[src/rtl/patch_row_dispatcher_if.sv]
// patch_row_dispatcher_if: config, reducer-bank and result signals of patch_row_dispatcher
// master: config source, reducer bank and result sink (drives cfg_valid/cfg_data, sum_rdy/sums, out_ready)
// slave : dispatcher (drives cfg_ready, init/config_data, sum_ack, out_valid/out_idx/out_sum, busy, protocol_err)
interface patch_row_dispatcher_if #(
    parameter int APP_DATA_WIDTH = 256,
    parameter int N_ROW_REDUCER  = 4,
    parameter int ROW_SUM_SIZE   = 32,
    parameter int IDX_W          = (N_ROW_REDUCER > 1) ? $clog2(N_ROW_REDUCER) : 1
);
    logic                                    cfg_valid;
    logic [APP_DATA_WIDTH-1:0]               cfg_data;
    logic                                    cfg_ready;
    logic [N_ROW_REDUCER-1:0]                init;
    logic [APP_DATA_WIDTH-1:0]               config_data;
    logic [N_ROW_REDUCER-1:0]                sum_rdy;
    logic [N_ROW_REDUCER*ROW_SUM_SIZE-1:0]   sums;
    logic [N_ROW_REDUCER-1:0]                sum_ack;
    logic                                    out_valid;
    logic                                    out_ready;
    logic [IDX_W-1:0]                        out_idx;
    logic [ROW_SUM_SIZE-1:0]                 out_sum;
    logic [N_ROW_REDUCER-1:0]                busy;
    logic                                    protocol_err;
    modport master (
        output cfg_valid, cfg_data, sum_rdy, sums, out_ready,
        input  cfg_ready, init, config_data, sum_ack, out_valid, out_idx, out_sum, busy, protocol_err
    );
    modport slave (
        input  cfg_valid, cfg_data, sum_rdy, sums, out_ready,
        output cfg_ready, init, config_data, sum_ack, out_valid, out_idx, out_sum, busy, protocol_err
    );
endinterface

[src/rtl/patch_row_dispatcher.sv]
// patch_row_dispatcher: dispatches config words to idle row reducers and streams their sums downstream
// dram_clk : single clock
// reset_n  : synchronous active-low reset
// bus      : slave side of patch_row_dispatcher_if (config in, init/ack to reducers, result out, status)
module patch_row_dispatcher #(
    parameter int APP_DATA_WIDTH = 256,
    parameter int N_ROW_REDUCER  = 4,
    parameter int ROW_SUM_SIZE   = 32,
    parameter int IDX_W          = (N_ROW_REDUCER > 1) ? $clog2(N_ROW_REDUCER) : 1
) (
    input logic                 dram_clk,
    input logic                 reset_n,
    patch_row_dispatcher_if.slave bus
);
    typedef enum logic {C_IDLE, C_ACK} c_state_t;
    c_state_t                  state_q, state_d;
    logic                      en_q;
    logic [N_ROW_REDUCER-1:0]  busy_q, busy_d, init_q, init_d, ack_q, ack_d;
    logic [APP_DATA_WIDTH-1:0] cfg_q, cfg_d;
    logic                      out_valid_q, out_valid_d, perr_q, perr_d;
    logic [IDX_W-1:0]          out_idx_q, out_idx_d, ptr_q, ptr_d;
    logic [ROW_SUM_SIZE-1:0]   out_sum_q, out_sum_d;
    logic                      cfg_ready, accept, found, grant;
    logic [N_ROW_REDUCER-1:0]  cand;
    logic [IDX_W-1:0]          k, g, idx;
    // en_q holds cfg_ready low during the reset cycle and rises one cycle after release
    assign cfg_ready = en_q && (busy_q != '1) && !(|init_q);
    assign accept    = bus.cfg_valid && cfg_ready;
    assign cand      = bus.sum_rdy & busy_q;
    always_comb begin
        k     = '0;
        g     = '0;
        idx   = '0;
        found = 1'b0;
        for (int i = N_ROW_REDUCER - 1; i >= 0; i--)
            if (!busy_q[i]) k = IDX_W'(i);
        // round-robin scan starting at the pointer, wrapping past the last reducer
        for (int i = 0; i < N_ROW_REDUCER; i++) begin
            idx = IDX_W'((int'(ptr_q) + i) % N_ROW_REDUCER);
            if (!found && cand[idx]) begin
                found = 1'b1;
                g     = idx;
            end
        end
        grant = (state_q == C_IDLE) && (!out_valid_q || bus.out_ready) && found;
    end
    always_comb begin
        state_d     = state_q;
        busy_d      = busy_q;
        init_d      = '0;
        ack_d       = '0;
        cfg_d       = cfg_q;
        out_valid_d = out_valid_q && !bus.out_ready;
        out_idx_d   = out_idx_q;
        out_sum_d   = out_sum_q;
        ptr_d       = ptr_q;
        perr_d      = perr_q || |(bus.sum_rdy & ~busy_q & ~ack_q & ~init_q);
        if (accept) begin
            init_d[k] = 1'b1;
            busy_d[k] = 1'b1;
            cfg_d     = bus.cfg_data;
        end
        // the acked reducer's sum_rdy is still stale in C_ACK, so no grant here
        if (state_q == C_ACK) begin
            busy_d  = busy_d & ~ack_q;
            state_d = C_IDLE;
        end else if (grant) begin
            ack_d[g]    = 1'b1;
            out_valid_d = 1'b1;
            out_idx_d   = g;
            out_sum_d   = bus.sums[int'(g)*ROW_SUM_SIZE +: ROW_SUM_SIZE];
            ptr_d       = (int'(g) == N_ROW_REDUCER - 1) ? '0 : g + 1'b1;
            state_d     = C_ACK;
        end
    end
    always_ff @(posedge dram_clk) begin
        if (!reset_n) begin
            state_q     <= C_IDLE;
            en_q        <= 1'b0;
            busy_q      <= '0;
            init_q      <= '0;
            ack_q       <= '0;
            cfg_q       <= '0;
            out_valid_q <= 1'b0;
            out_idx_q   <= '0;
            out_sum_q   <= '0;
            ptr_q       <= '0;
            perr_q      <= 1'b0;
        end else begin
            state_q     <= state_d;
            en_q        <= 1'b1;
            busy_q      <= busy_d;
            init_q      <= init_d;
            ack_q       <= ack_d;
            cfg_q       <= cfg_d;
            out_valid_q <= out_valid_d;
            out_idx_q   <= out_idx_d;
            out_sum_q   <= out_sum_d;
            ptr_q       <= ptr_d;
            perr_q      <= perr_d;
        end
    end
    assign bus.cfg_ready    = cfg_ready;
    assign bus.init         = init_q;
    assign bus.config_data  = cfg_q;
    assign bus.sum_ack      = ack_q;
    assign bus.out_valid    = out_valid_q;
    assign bus.out_idx      = out_idx_q;
    assign bus.out_sum      = out_sum_q;
    assign bus.busy         = busy_q;
    assign bus.protocol_err = perr_q;
endmodule

[src/flat_wrapper.sv]
// flat-port wrapper written by rule: the top's interface ports become plain ports
module patch_row_dispatcher_flat 
#(
    parameter int APP_DATA_WIDTH = 256,
    parameter int N_ROW_REDUCER  = 4,
    parameter int ROW_SUM_SIZE   = 32,
    parameter int IDX_W          = (N_ROW_REDUCER > 1) ? $clog2(N_ROW_REDUCER) : 1
)
  (dram_clk, reset_n, bus_cfg_valid, bus_cfg_data, bus_sum_rdy, bus_sums, bus_out_ready, bus_cfg_ready, bus_init, bus_config_data, bus_sum_ack, bus_out_valid, bus_out_idx, bus_out_sum, bus_busy, bus_protocol_err);
  patch_row_dispatcher_if #(.APP_DATA_WIDTH(APP_DATA_WIDTH), .N_ROW_REDUCER(N_ROW_REDUCER), .ROW_SUM_SIZE(ROW_SUM_SIZE), .IDX_W(IDX_W)) bus_i ();
  input logic dram_clk;
  input logic reset_n;
  input wire logic [$bits(bus_i.cfg_valid)-1:0] bus_cfg_valid;
  input wire logic [$bits(bus_i.cfg_data)-1:0] bus_cfg_data;
  input wire logic [$bits(bus_i.sum_rdy)-1:0] bus_sum_rdy;
  input wire logic [$bits(bus_i.sums)-1:0] bus_sums;
  input wire logic [$bits(bus_i.out_ready)-1:0] bus_out_ready;
  output wire logic [$bits(bus_i.cfg_ready)-1:0] bus_cfg_ready;
  output wire logic [$bits(bus_i.init)-1:0] bus_init;
  output wire logic [$bits(bus_i.config_data)-1:0] bus_config_data;
  output wire logic [$bits(bus_i.sum_ack)-1:0] bus_sum_ack;
  output wire logic [$bits(bus_i.out_valid)-1:0] bus_out_valid;
  output wire logic [$bits(bus_i.out_idx)-1:0] bus_out_idx;
  output wire logic [$bits(bus_i.out_sum)-1:0] bus_out_sum;
  output wire logic [$bits(bus_i.busy)-1:0] bus_busy;
  output wire logic [$bits(bus_i.protocol_err)-1:0] bus_protocol_err;
  assign bus_i.cfg_valid = bus_cfg_valid;
  assign bus_i.cfg_data = bus_cfg_data;
  assign bus_i.sum_rdy = bus_sum_rdy;
  assign bus_i.sums = bus_sums;
  assign bus_i.out_ready = bus_out_ready;
  assign bus_cfg_ready = bus_i.cfg_ready;
  assign bus_init = bus_i.init;
  assign bus_config_data = bus_i.config_data;
  assign bus_sum_ack = bus_i.sum_ack;
  assign bus_out_valid = bus_i.out_valid;
  assign bus_out_idx = bus_i.out_idx;
  assign bus_out_sum = bus_i.out_sum;
  assign bus_busy = bus_i.busy;
  assign bus_protocol_err = bus_i.protocol_err;
  patch_row_dispatcher #(.APP_DATA_WIDTH(APP_DATA_WIDTH), .N_ROW_REDUCER(N_ROW_REDUCER), .ROW_SUM_SIZE(ROW_SUM_SIZE), .IDX_W(IDX_W)) u_core (.dram_clk(dram_clk), .reset_n(reset_n), .bus(bus_i));
endmodule
[config.mk]
export PLATFORM = sky130hd
export DESIGN_NAME = patch_row_dispatcher_flat
export DESIGN_NICKNAME = d
export VERILOG_FILES = /design/src/rtl/patch_row_dispatcher_if.sv /design/src/rtl/patch_row_dispatcher.sv /design/src/flat_wrapper.sv
export SDC_FILE = /design/constraint.sdc
export NUM_CORES = 1
export LEC_CHECK = 0
export CAP_MARGIN = 15
export CORE_AREA = 4 4 266 268
export DETAILED_ROUTE_END_ITERATION = 8
export DIE_AREA = 0 0 270 272
export SLEW_MARGIN = 20
export SYNTH_ARGS = -nofsm -noshare
export SYNTH_HDL_FRONTEND = slang
export SYNTH_SLANG_ARGS = --single-unit
[constraint.sdc]
create_clock -name dram_clk -period 2 [get_ports dram_clk]
set_input_delay 0.4 -clock dram_clk [delete_from_list [all_inputs] [get_ports dram_clk]]
set_output_delay 0.4 -clock dram_clk [all_outputs]
set_load 0.02 [all_outputs]
; Word-level counts from Yosys, hierarchy flattened
; Cells that the tools add are included.
[totals]
ff_bits = 308
in_bits = 392
out_inout_bits = 305
elab_cells = 94
[op_classes]
n_addsub = 4
n_lt_le_gt_ge = 8
n_eq_ne = 2
shift = 1
muxes = 31
bitwise_logic = 12
reduce_logical = 25
[ops]
columns = op, count
row1 = $shiftx 128x8->32, 1
row2 = $and 4x4->4, 5
row3 = $lt 2x3->1 const B, 6
row4 = $mux 2, 9
row5 = $mux 1, 14
row6 = $not 4->4, 3
row7 = $logic_and 1x1->1, 11
row8 = $bmux 1 s2, 4
row9 = $mux 4, 2
row10 = $reduce_or 4->1, 2
row11 = $logic_not 1->1, 6
row12 = $add 2x1->2 const B, 2
row13 = $add 2x2->2 const B, 2
row14 = $demux 1 s2, 2
row15 = $ge 2x1->1 const B, 2
row16 = $ne 4x4->1 const B, 1
row17 = $or 4x4->4, 1
row18 = $reduce_and 2->1, 2
row19 = $not 1->1, 3
row20 = $reduce_or 3->1, 1
row21 = $eq 2x1->1 const B, 1
row22 = $logic_or 1x1->1, 2
row23 = $reduce_or 2->1, 1

; Longest topological paths before layout
; Gate-level depths: netlist (run 1).
[logic_depth]
ltp_word = 17
depth_mapped = 8
mapped_depth_nobuf = 7

; Worst setup path after synthesis (run 1)
; No wires, ideal clock.
[synth_path]
path_kind = register -> register
from = reg u_core.busy_q[0] (netlist: u_core.bus.busy[0])
to = reg u_core.ptr_q[1]
arrival_time_ns = 1.605
setup_slack_ns = 0.279
stages_incl_launch_ff = 9
synth_period_minus_slack_ns = 1.721
path_cell_list = dfxtp_1 > buf_4 > nand2_1 > o21bai_1 > a21o_1 > inv_1 > ha_1 > a21oi_1 > nor2b_1
[synth_via]
elab_chain_cells = 15
elab_cells_between_ends = 28
cone_classes = 1 x add/sub / 1 x eq/ne / 17 x mux / 1 x bitwise / 8 x reduce/logical
[synth_lines]
columns = element, line
row1 = start: declaration, patch_row_dispatcher.sv:18  ; logic [N_ROW_REDUCER-1:0] busy_q, busy_d, init_q, init_d, ack_q, ack_d;
row2 = start signal: assignment, patch_row_dispatcher.sv:92  ; busy_q <= busy_d;
row3 = $and 4x4->4 *, patch_row_dispatcher.sv:29  ; assign cand = bus.sum_rdy & busy_q;
row4 = $bmux 1 s2, patch_row_dispatcher.sv:40  ; if (!found && cand[idx]) begin
row5 = $mux 1 (not written as such), patch_row_dispatcher.sv:40
row6 = $mux 1, patch_row_dispatcher.sv:40
row7 = $logic_not 1->1, patch_row_dispatcher.sv:40
row8 = $logic_and 1x1->1, patch_row_dispatcher.sv:40
row9 = $mux 1, patch_row_dispatcher.sv:40
row10 = $logic_not 1->1, patch_row_dispatcher.sv:40
row11 = $logic_and 1x1->1, patch_row_dispatcher.sv:40
row12 = $mux 1, patch_row_dispatcher.sv:40
row13 = $logic_not 1->1, patch_row_dispatcher.sv:40
row14 = $logic_and 1x1->1, patch_row_dispatcher.sv:40
row15 = $mux 2 *, patch_row_dispatcher.sv:40
row16 = net u_core.g[1], patch_row_dispatcher.sv:25  ; logic [IDX_W-1:0] k, g, idx;
row17 = $add 2x1->2 or $eq 2x1->1 (tied branches), patch_row_dispatcher.sv:72  ; ptr_d = (int'(g) == N_ROW_REDUCER - 1) ? '0 : g + 1'b1;
row18 = $mux 2 *, patch_row_dispatcher.sv:72
row19 = end signal: assignment, patch_row_dispatcher.sv:99  ; ptr_q <= ptr_d;
row20 = end: declaration, patch_row_dispatcher.sv:21  ; logic [IDX_W-1:0] out_idx_q, out_idx_d, ptr_q, ptr_d;
; The timed path passes the listed nets; every way through them passes the cells marked *. The select of a mux whose other input is x is not followed.
; A chain may end at the register's enable or synchronous reset.

; Worst setup path in the final report (run 1)
[layout_path]
from = reg u_core.init_q[2] (netlist: u_core.bus.init[2])
to = out bus_cfg_ready
[layout_via]
elab_chain_cells = 3
[layout_lines]
columns = element, line
row1 = start: declaration, patch_row_dispatcher.sv:18
row2 = start signal: assignment, patch_row_dispatcher.sv:93  ; init_q <= init_d;
row3 = $reduce_or 4->1, patch_row_dispatcher.sv:27  ; assign cfg_ready = en_q && (busy_q != '1) && !(|init_q);
row4 = $logic_not 1->1, patch_row_dispatcher.sv:27
row5 = $logic_and 1x1->1, patch_row_dispatcher.sv:27
row6 = end: declaration, flat_wrapper.sv:18  ; output wire logic [$bits(bus_i.cfg_ready)-1:0] bus_cfg_ready;
; Every way passes these cells.

==> results of run 1 <==
==> worst paths after layout <==
| check | start | to | slack, ns |
|---|---|---|---|
| max reg2reg | u_core.bus.init[2] | u_core.bus.config_data[253] | 0.07 |
| max | u_core.bus.init[2] | bus_cfg_ready | 0.04 |
| min | reset_n | u_core.en_q | 0.11 |
| min reg2reg | u_core.bus.config_data[78] | u_core.bus.config_data[78] | 0.45 |
==> routing by layer <==
layer	vias up	part of all wire (%)
met3	95	8.4
met4	0	3.0
met2	513	50
met5	-	0
met1	5922	38
li1	6241	-
==> sequential cells by signal, summed over array words and instances (netlist names) <==
signal and cells:
u_core.bus.out_idx 2, u_core.bus.out_valid 1, u_core.ptr_q 2, u_core.bus.busy 4
u_core.bus.out_sum 32, u_core.state_q 1, u_core.bus.init 4, u_core.bus.protocol_err 1
u_core.bus.config_data 256, u_core.bus.sum_ack 4, u_core.en_q 1
==> cells in the mapped netlist (5+ instances only) <==
cell	number	share of area, %
nand2_1	555	16
dfxtp_1	308	49
a21boi_1	251	15
buf_2	44	1.7
and3_1	39	1.9
a21boi_0	38	2.3
mux2i_1	34	2.7
o211ai_1	32	1.9
o21ai_1	32	1.3
buf_6	30	2.7
clkbuf_1	30	0.89
buf_4	10	0.59
inv_1	6	0.18
a21oi_1	5	0.20
nor2_1	5	0.15
==> timing repair <==
item / in CTS / in global routing
buffers inserted: 0 / 1
gates resized for setup: 45 / 19
setup endpoints to repair: 36 / 17
pin swaps: 0 / 1
==> stage by stage <==
stage               cell area [um^2]  instances  power (W)  util (%)  setup TNS [ns]
detailed placement             20850       3006   0.009492     30.50          -7.661
floorplan                      12670       1464   0.007794         -               0
global route                   22010       3074    0.01646     32.21        -0.03043
finish                         22010       3074    0.01574     32.21               0
CTS                            21960       3072    0.01604     32.13               0
global placement               20850       3006   0.009461     30.50          -5.787
==> worst max-delay path, delay by kind of cell (launching register included) <==
family,cells,cell delay [ns]
buf+inv,1,0.15
flops,1,0.36
simple gates,2,0.52
==> power by group through the flow <==
stage / logic (W) / registers (W) / clock network [W]
2_1_floorplan: 0.000764 / 0.00703 / 0
3_3_place_gp: 0.00276 / 0.00670 / 0
3_5_place_dp: 0.00278 / 0.00671 / 0
4_1_cts: 0.00278 / 0.00658 / 0.00669
5_1_grt: 0.00293 / 0.00661 / 0.00692
6_report: 0.00275 / 0.00658 / 0.00641
==> layout make-up <==
class / instances / area [um^2]
clock inverter: 12 / 88.84
sequential: 308 / 6168
antenna: 1 / 2.502
fill: 7012 / 46330
tap: 882 / 1104
timing repair buffer: 778 / 7854
inverter: 7 / 31.28
multi-input combinational: 1032 / 5707
clock buffer: 54 / 1060
==> logic make-up after synthesis <==
logic type                 Yosys count
adders and majority gates            4
DFF                                308
AOI/OAI and AO/OA                  373
and+or+nand+nor                    621
muxes                               34
buffers and inverters              124
==> results.md, run 1 <==
Yosys:
- The most used flip-flop cell after synthesis is dfxtp_1.
- By area, the combinational part of the netlist is dominated by compound AO/OA/AOI/OAI gates.
- During synthesis, Yosys emitted a total of 0 warnings.
- The synthesized area is approximately 13,000 um^2.
- When the netlist entered floorplanning its net count stood at around 1,900.
- The synthesized netlist devotes 0% of its cell area to XOR and XNOR gates.
- The fraction of the mapped netlist area in compound gates is 21.87%.
- Measured against the total synthesized area, the mux share comes to under 10%.
- The number of flip-flops and latches in the synthesized netlist is just over 300.
- The post-synthesis instance total is around 1,500.
- Summing the areas of all and, or, nand and nor instances in the mapped netlist gives between 10% and 20% of the synthesized area.
- The number of different library cells used by synthesis comes to just over 40.
- The synthesized design contains 0 enable-type register cells.
- Averaged over all synthesized cells, the footprint is around 8.7 um^2.
- Sequential cells were found to cover between 40 and 50% of the synthesized design area.
- The proportion of synthesized flip-flops having asynchronous set or reset is 0%.
- The synthesized netlist devotes 0.3951% of its cell area to adder and majority cells.

Floorplanning:
- The placeable core area is between 60,000 and 70,000 um^2.
- Measured along the y axis, the die boundary spans 272 um.
- Measured along the x axis, the die boundary spans 270 um.
- The initialized floorplan defines 96 standard-cell rows.
- The die covers roughly 73,000 um^2.
- Once the floorplan was initialized, standard cells occupied a little under a fifth of the core.
- Pin placement for this block handled 697 I/O pins.

Clocking:
- The clock net sink count is between 300 and 400.
- The CTS tree is done.
- At the later pin of the worst-skew pair, clock insertion delay measures ~0.54 ns.
- After clock tree synthesis, the clock-pin slew on the worst setup and hold paths is ~0.050 ns.
- In this run the deepest clock path goes through 3 buffers.
- The number of clock buffers added by TritonCTS is 37.
- The master cell of the clock root buffer is clkbuf_16.
- The deepest level of the CTS H-tree is 2.
- The post-cts hold buffer count is 0.

Setup path:
- The endpoint kind of the worst setup timing path is a primary output.
- The worst setup path is launched from a register.
- The slowest stage of the critical path belongs to the cell dfxtp_1.
- Data on the critical path is required at its endpoint by ~1.6 ns.
- For the worst setup path, the data arrival time is around 1.6 ns.
- The number of cells on the worst reg-to-reg path is 7.
- The critical path is of the register to primary output type.
- The signal on the critical path passes through nor4_4 -> and3_1 -> buf_4.
- For this run, the slowest stage of the critical path takes around 0.36 ns.
- Along the worst path, the maximum fanout reaches 3.

Power and ir drop:
- The analysis attributes to cell leakage a power of 8.631 nW.
- The power dissipated by switching net loads is roughly 0.0041 W.
- The combinational cell fraction of total power is ~18%.
- The internal power of the cells totals approximately 0.012 W.
- The power density over the cells is between 700 and 800 nW/um^2.
- The switching share of power is roughly 26%.
- Per report_power, the clock group accounts for just over 40% of the total.
- The share of total power dissipated in sequential elements is around two fifths.
- The maximum resistive drop on vdd is a little under 0.0005 V.

Final layout:
- In the final design database the tool counted 2,560 nets.
- The area added between synthesis and finish is 73.81%.
- In the layout the commonest cells are clkdlybuf4s50_1, nand2_1, dfxtp_1.
- Cells with a size suffix above 1 make up under 10% of the layout.
- The most frequent standard cell in the layout excluding fill and tap cells is clkdlybuf4s50_1.

Detailed routing:
- Dividing the detail-routed wire length by the instance count gives 17.18 um.
- The number of DRC markers in iteration 0 is 626.
- The final layout contains routed wiring with a total length of about 53,000 um.
- The number of detailed-route iterations in the first pass is 5.
- For this run, design rule violations remaining after detail routing come to 0.
- The average via count per standard cell is slightly above 4.
- The count of nets left with antenna violations once routing finished came out at 0.
- The final route contains approximately 13,000 vias.

GRT:
- Global routing used 24.59% of the available met2 tracks.
- The most used routing layer in global routing is met2.
- The via count of the first global-routing pass is 13,210.
- In the global route stage, met3 resource usage came out at under 10%.
- The number of antenna violations at the first check in global routing came to 1.
- The met1 track demand over resource is between 10% and 20%.
- Global routing finished with a remaining overflow of 0.
- The overall routing resource usage is between 10% and 20%.
- The first global-routing pass estimated between 70,000 and 80,000 um of wire.
- Entering global routing, the biggest net connects 152 pins.

Place:
- The quantity of I/O buffers inserted on ports is a little under 700.
- After legalization and detailed placement, the total HPWL measured a little over 40,000 um.
- The global placer's final weighted congestion is 0.8598.
- Before CTS, the worst setup slack after placement is -0.2841 ns.

Timing:
- The count of final max-slew check failures is 0.
- Clock skew on the completed layout was measured at around 0.014 ns.
- The minimum hold slack is between 0.1 and 0.15 ns.
- Setup violations remaining at the end of the flow were counted as 0.
- The final critical path takes up 98.19% of the cycle.
- The worst-case setup margin in the final layout is between 0.03 and 0.04 ns.
- The relative slew slack is about 54%.
- The clock period could shrink to around 2.0 ns.
- The actual transition at the worst max-transition pin is 0.6898 ns.
- The number of hold violations in the final report is 0.
- Static timing analysis puts the maximum clock frequency at 509.2 MHz.

Worst hold path:
- Counting instances, the worst hold path has a depth of 1.
- The worst hold path belongs to the class input port to register.

Status:
- The flow ran to the end, and the final reports show no timing, DRC or antenna violations.

Flow run:
- Max-cap violations in this run came to 0.
Note: power is estimated with default switching activity, not from simulation.
==> run 2, diff against run 1 <==
--- a/config.mk
+++ b/config.mk
@@ -6,9 +6,9 @@
 export NUM_CORES = 1
 export LEC_CHECK = 0
 export CAP_MARGIN = 15
-export CORE_AREA = 4 4 266 268
+export CORE_AREA = 4 4 270 272
 export DETAILED_ROUTE_END_ITERATION = 8
-export DIE_AREA = 0 0 270 272
+export DIE_AREA = 0 0 274 276
 export SLEW_MARGIN = 20
 export SYNTH_ARGS = -nofsm -noshare
 export SYNTH_HDL_FRONTEND = slang
==> run 2 against run 1 <==
  * Clock power rose by 13%
  * Combinational power barely moved
  * Critical path type unchanged
  * Utilization fell by 0.64 points
  * Wire length fell by 0.93%
  * Power rose by 5.3%
  * Global-route usage fell by 0.56 points
  * Die area rose by 3.0%
  * Clock skew rose by 0.0048 ns
  * Flip-flop and latch count did not move
  * Non-clock buffer count did not move
  * Highest routed layer is now met5
==> results.md, run 2 (synthesis gave the netlist of run 1 again) <==
Timing:
- Setup repair after global routing could not meet its margin everywhere.
- The count of final max-slew check failures is 0.
- The relative slew slack is approximately 63%.
- For this run, the top clock speed supported by timing is about 510 MHz.
- The portion of the clock cycle consumed by the worst path in the final layout is a little over nine tenths.
- The worst path in the final design needs a cycle of 1.948 ns, including I/O delays and setup.
- For the pin with the worst max-slew slack, the measured transition is around 0.55 ns.
- For the final database, setup skew stands at about 0.018 ns.
- The number of setup violations in the final report is 0.
- The number of hold violations in the final report is 0.

Flow run:
- The max-capacitance violation count is 0.

Final layout:
- The flip-flop count of the largest register after layout is between 200 and 300.
- The total number of nets in the final design is ~2,600.
- The final-layout fill cell count is around 7,500.
- The cell area after layout is between 20,000 and 25,000 um^2.
- Once layout is complete, the cells apart from fillers number about 3,100.
- The area added between synthesis and finish is 76.34%.
- The most frequent standard cell in the layout excluding fill and tap cells is clkdlybuf4s50_1.
- The fraction of layout cells with a size suffix above 1 is about 7.4%.
- The top cell types in the final layout, fill and taps aside, are clkdlybuf4s50_1, nand2_1, dfxtp_1.
- The final core utilization is about a third.

Status:
- The flow ran to the end, and the final reports show no timing, DRC or antenna violations.

Setup path:
- On the critical path the largest part of the delay comes from buffers and inverters.
- The reg-to-reg startpoint is u_core.bus.init[2].
- The slowest stage of the critical path is the clkdlybuf4s50_1 cell.
- The worst register-to-register path ends at u_core.bus.config_data[110].
- In this design, the stage delay of the slowest critical-path cell is ~0.65 ns.
- At the worst endpoint, the required time is 1.60 ns.
- The largest fanout on the critical path is 2.
- The worst-case register-to-register setup slack is 0.19 ns.
- The setup path with the least slack is of type register to primary output.
- Data arrives at the worst endpoint at 1.55 ns.
- The worst path buffer plus inverter count is 1.
- The critical path goes through clkdlybuf4s50_1.
- The worst setup path is launched from a register.
- The number of cells traversed by the worst register-to-register path is 7.
- The endpoint kind of the worst setup timing path is a primary output.

Floorplanning:
- From bottom edge to top edge, the die measures 276 um.
- The number of rows in the core area is 98.
- The placeable core area is 70,750 um^2.
- Measured along the x axis, the die boundary spans 274 um.
- The starting density of the core is 17.90%.
- For this design the top-level I/O count stands at ~700.
- The die area is between 70,000 and 80,000 um^2.

Power and ir drop:
- The overall power after layout is about 0.017 W.
- The share of total power dissipated in sequential elements is around 40%.
- The power dissipated by switching net loads is around 0.0041 W.
- The worst-case IR drop observed on VDD is roughly 0.00055 V.
- The static leakage is 8.639 nW.
- The combinational cell fraction of total power is 16.7%.
- The share of power burned in the clock network is 43.7%.
- The switching share of power is between 20% and 30%.
- The power density over the cells is ~740 nW/um^2.
- The internal power of the cells is ~0.012 W.

Detailed routing:
- For this block, the via count after detailed routing is between 10,000 and 15,000.
- The average via count per standard cell is around 4.0.
- The post-detailed-route count of antenna-violating nets is 0.
- Dividing the detail-routed wire length by the instance count gives ~17 um.
- The post-detailed-route DRC marker count is 0.
- For this block, the initial DRC count from the detailed router was about 670.
- The routed design has ~52,000 um of wire.
- The first detailed-routing pass ran for 5 iterations.

Place:
- The quantity of I/O buffers inserted on ports is about 700.
- The HPWL after detailed placement is just over 40,000 um.
- The post-detailed-placement cell area is between 20,000 and 25,000 um^2.
- The congestion estimate from routability-driven global placement came to ~0.86.
- The post-placement cell count is 3,074.

GRT:
- The maximum number of pins on one net before global-route repair is between 100 and 150.
- The overall routing resource usage is around an eighth.
- After global routing the overflow that remains totals 0.
- The via count of the first global-routing pass came to around 13,000.
- The wire length of the first global-routing pass is just under 80,000 um.
- The number of antenna violations at the first check in global routing was 5.

Clocking:
- At the later pin of the worst-skew pair, clock insertion delay measures roughly 0.54 ns.
- The post-CTS clock slew at the launch and capture registers of the worst setup and hold paths is ~0.06 ns.
- The tree built by TritonCTS fans out to around 310 sinks.
- The clock tree synthesis step divided the H-tree into 2 levels.
- Clock tree synthesis inserted a total of 38 buffers.
- TritonCTS built the clock tree.
- The clock passes through at most 3 buffers.
- The tree is rooted in a clkbuf_16.

Worst hold path:
- In this run the worst hold path is classified as input port to register.
- The worst hold path begins at reset_n.
- The worst min-delay path endpoint is u_core.bus.out_idx[1].
- The worst hold path cell count is 2.
-- run 2: cell count changes in the layout (fill, tap and decap cells not counted), sizes merged, moves of 2 or more --
| cell | delta |
|---|---|
| bufinv | +5 |
| buf | -2 |
| diode | +3 |
| dlymetal6s2s | -5 |
| clkdlybuf4s50 | +8 |
| clkinv | -7 |
-- run 2: per-layer routing --
metal | part of all wire [%] | routed length [um] | GRT usage (%) | vias up
li1 | - | - | - | 6251
met1 | 39 | 20390 | 14.31 | 5733
met2 | 49 | 25560 | 23.16 | 477
met3 | 8.9 | 4671 | 4.443 | 83
met4 | 3.3 | 1704 | 4.698 | 2
met5 | 0.025 | 13 | 0 | -
-- run 2: stage by stage --
stage	worst slack, ns	hold WS [ns]	TNS (ns)
after global placement	-0.1680	0.4395	-5.204
after detailed placement	-0.2104	0.4440	-6.046
after CTS	-0.1675	0.1016	-0.1675
final	0.05223	0.1500	0
after global routing	-0.01775	0.1215	-0.01775
after floorplan	0.2793	0.4277	0
-- run 2: cell type report --
| cell class | instances | area (um^2) | share of cell area [%] |
|---|---|---|---|
| clock buffer | 52 | 1094 | 4.896 |
| multi-input combinational | 1032 | 5712 | 25.57 |
| timing repair buffer | 778 | 7921 | 35.47 |
| antenna | 4 | 10.01 | 0.04482 |
| inverter | 7 | 31.28 | 0.1400 |
| sequential | 308 | 6170 | 27.62 |
| tap | 950 | 1189 | 5.322 |
| clock inverter | 12 | 209.0 | 0.9355 |
-- run 2: how the worst max path moves through the flow --
stage,start,slack (ns),cells past startpoint,to
after floorplan,u_core.bus.busy[0],0.28,8,u_core.ptr_q[1]
after global placement,bus_sum_rdy[2],-0.17,8,u_core.bus.out_sum[23]
after detailed placement,bus_sum_rdy[2],-0.21,8,u_core.bus.out_sum[5]
after CTS,u_core.bus.init[1],-0.17,3,bus_cfg_ready
after global routing,u_core.bus.init[2],-0.02,3,bus_cfg_ready
final,u_core.bus.out_sum[16],0.05,1,bus_out_sum[16]
-- run 2: what timing repair did --
item | CTS | global route
gates cloned | 0 | 0
endpoints found under the setup margin | 35 | 13
pin swaps | 0 | 2
hold buffers | 0 | 0
gates resized for setup | 39 | 20
buffers inserted | 0 | 1
-- run 2: power by group through the flow --
stage / Clock [W] / Combinational, W / Sequential, W
after CTS: 0.00751 / 0.00281 / 0.00657
final: 0.00723 / 0.00276 / 0.00657
after detailed placement: 0 / 0.00281 / 0.00670
after floorplan: 0 / 0.000764 / 0.00703
after global placement: 0 / 0.00281 / 0.00670
after global routing: 0.00777 / 0.00296 / 0.00660
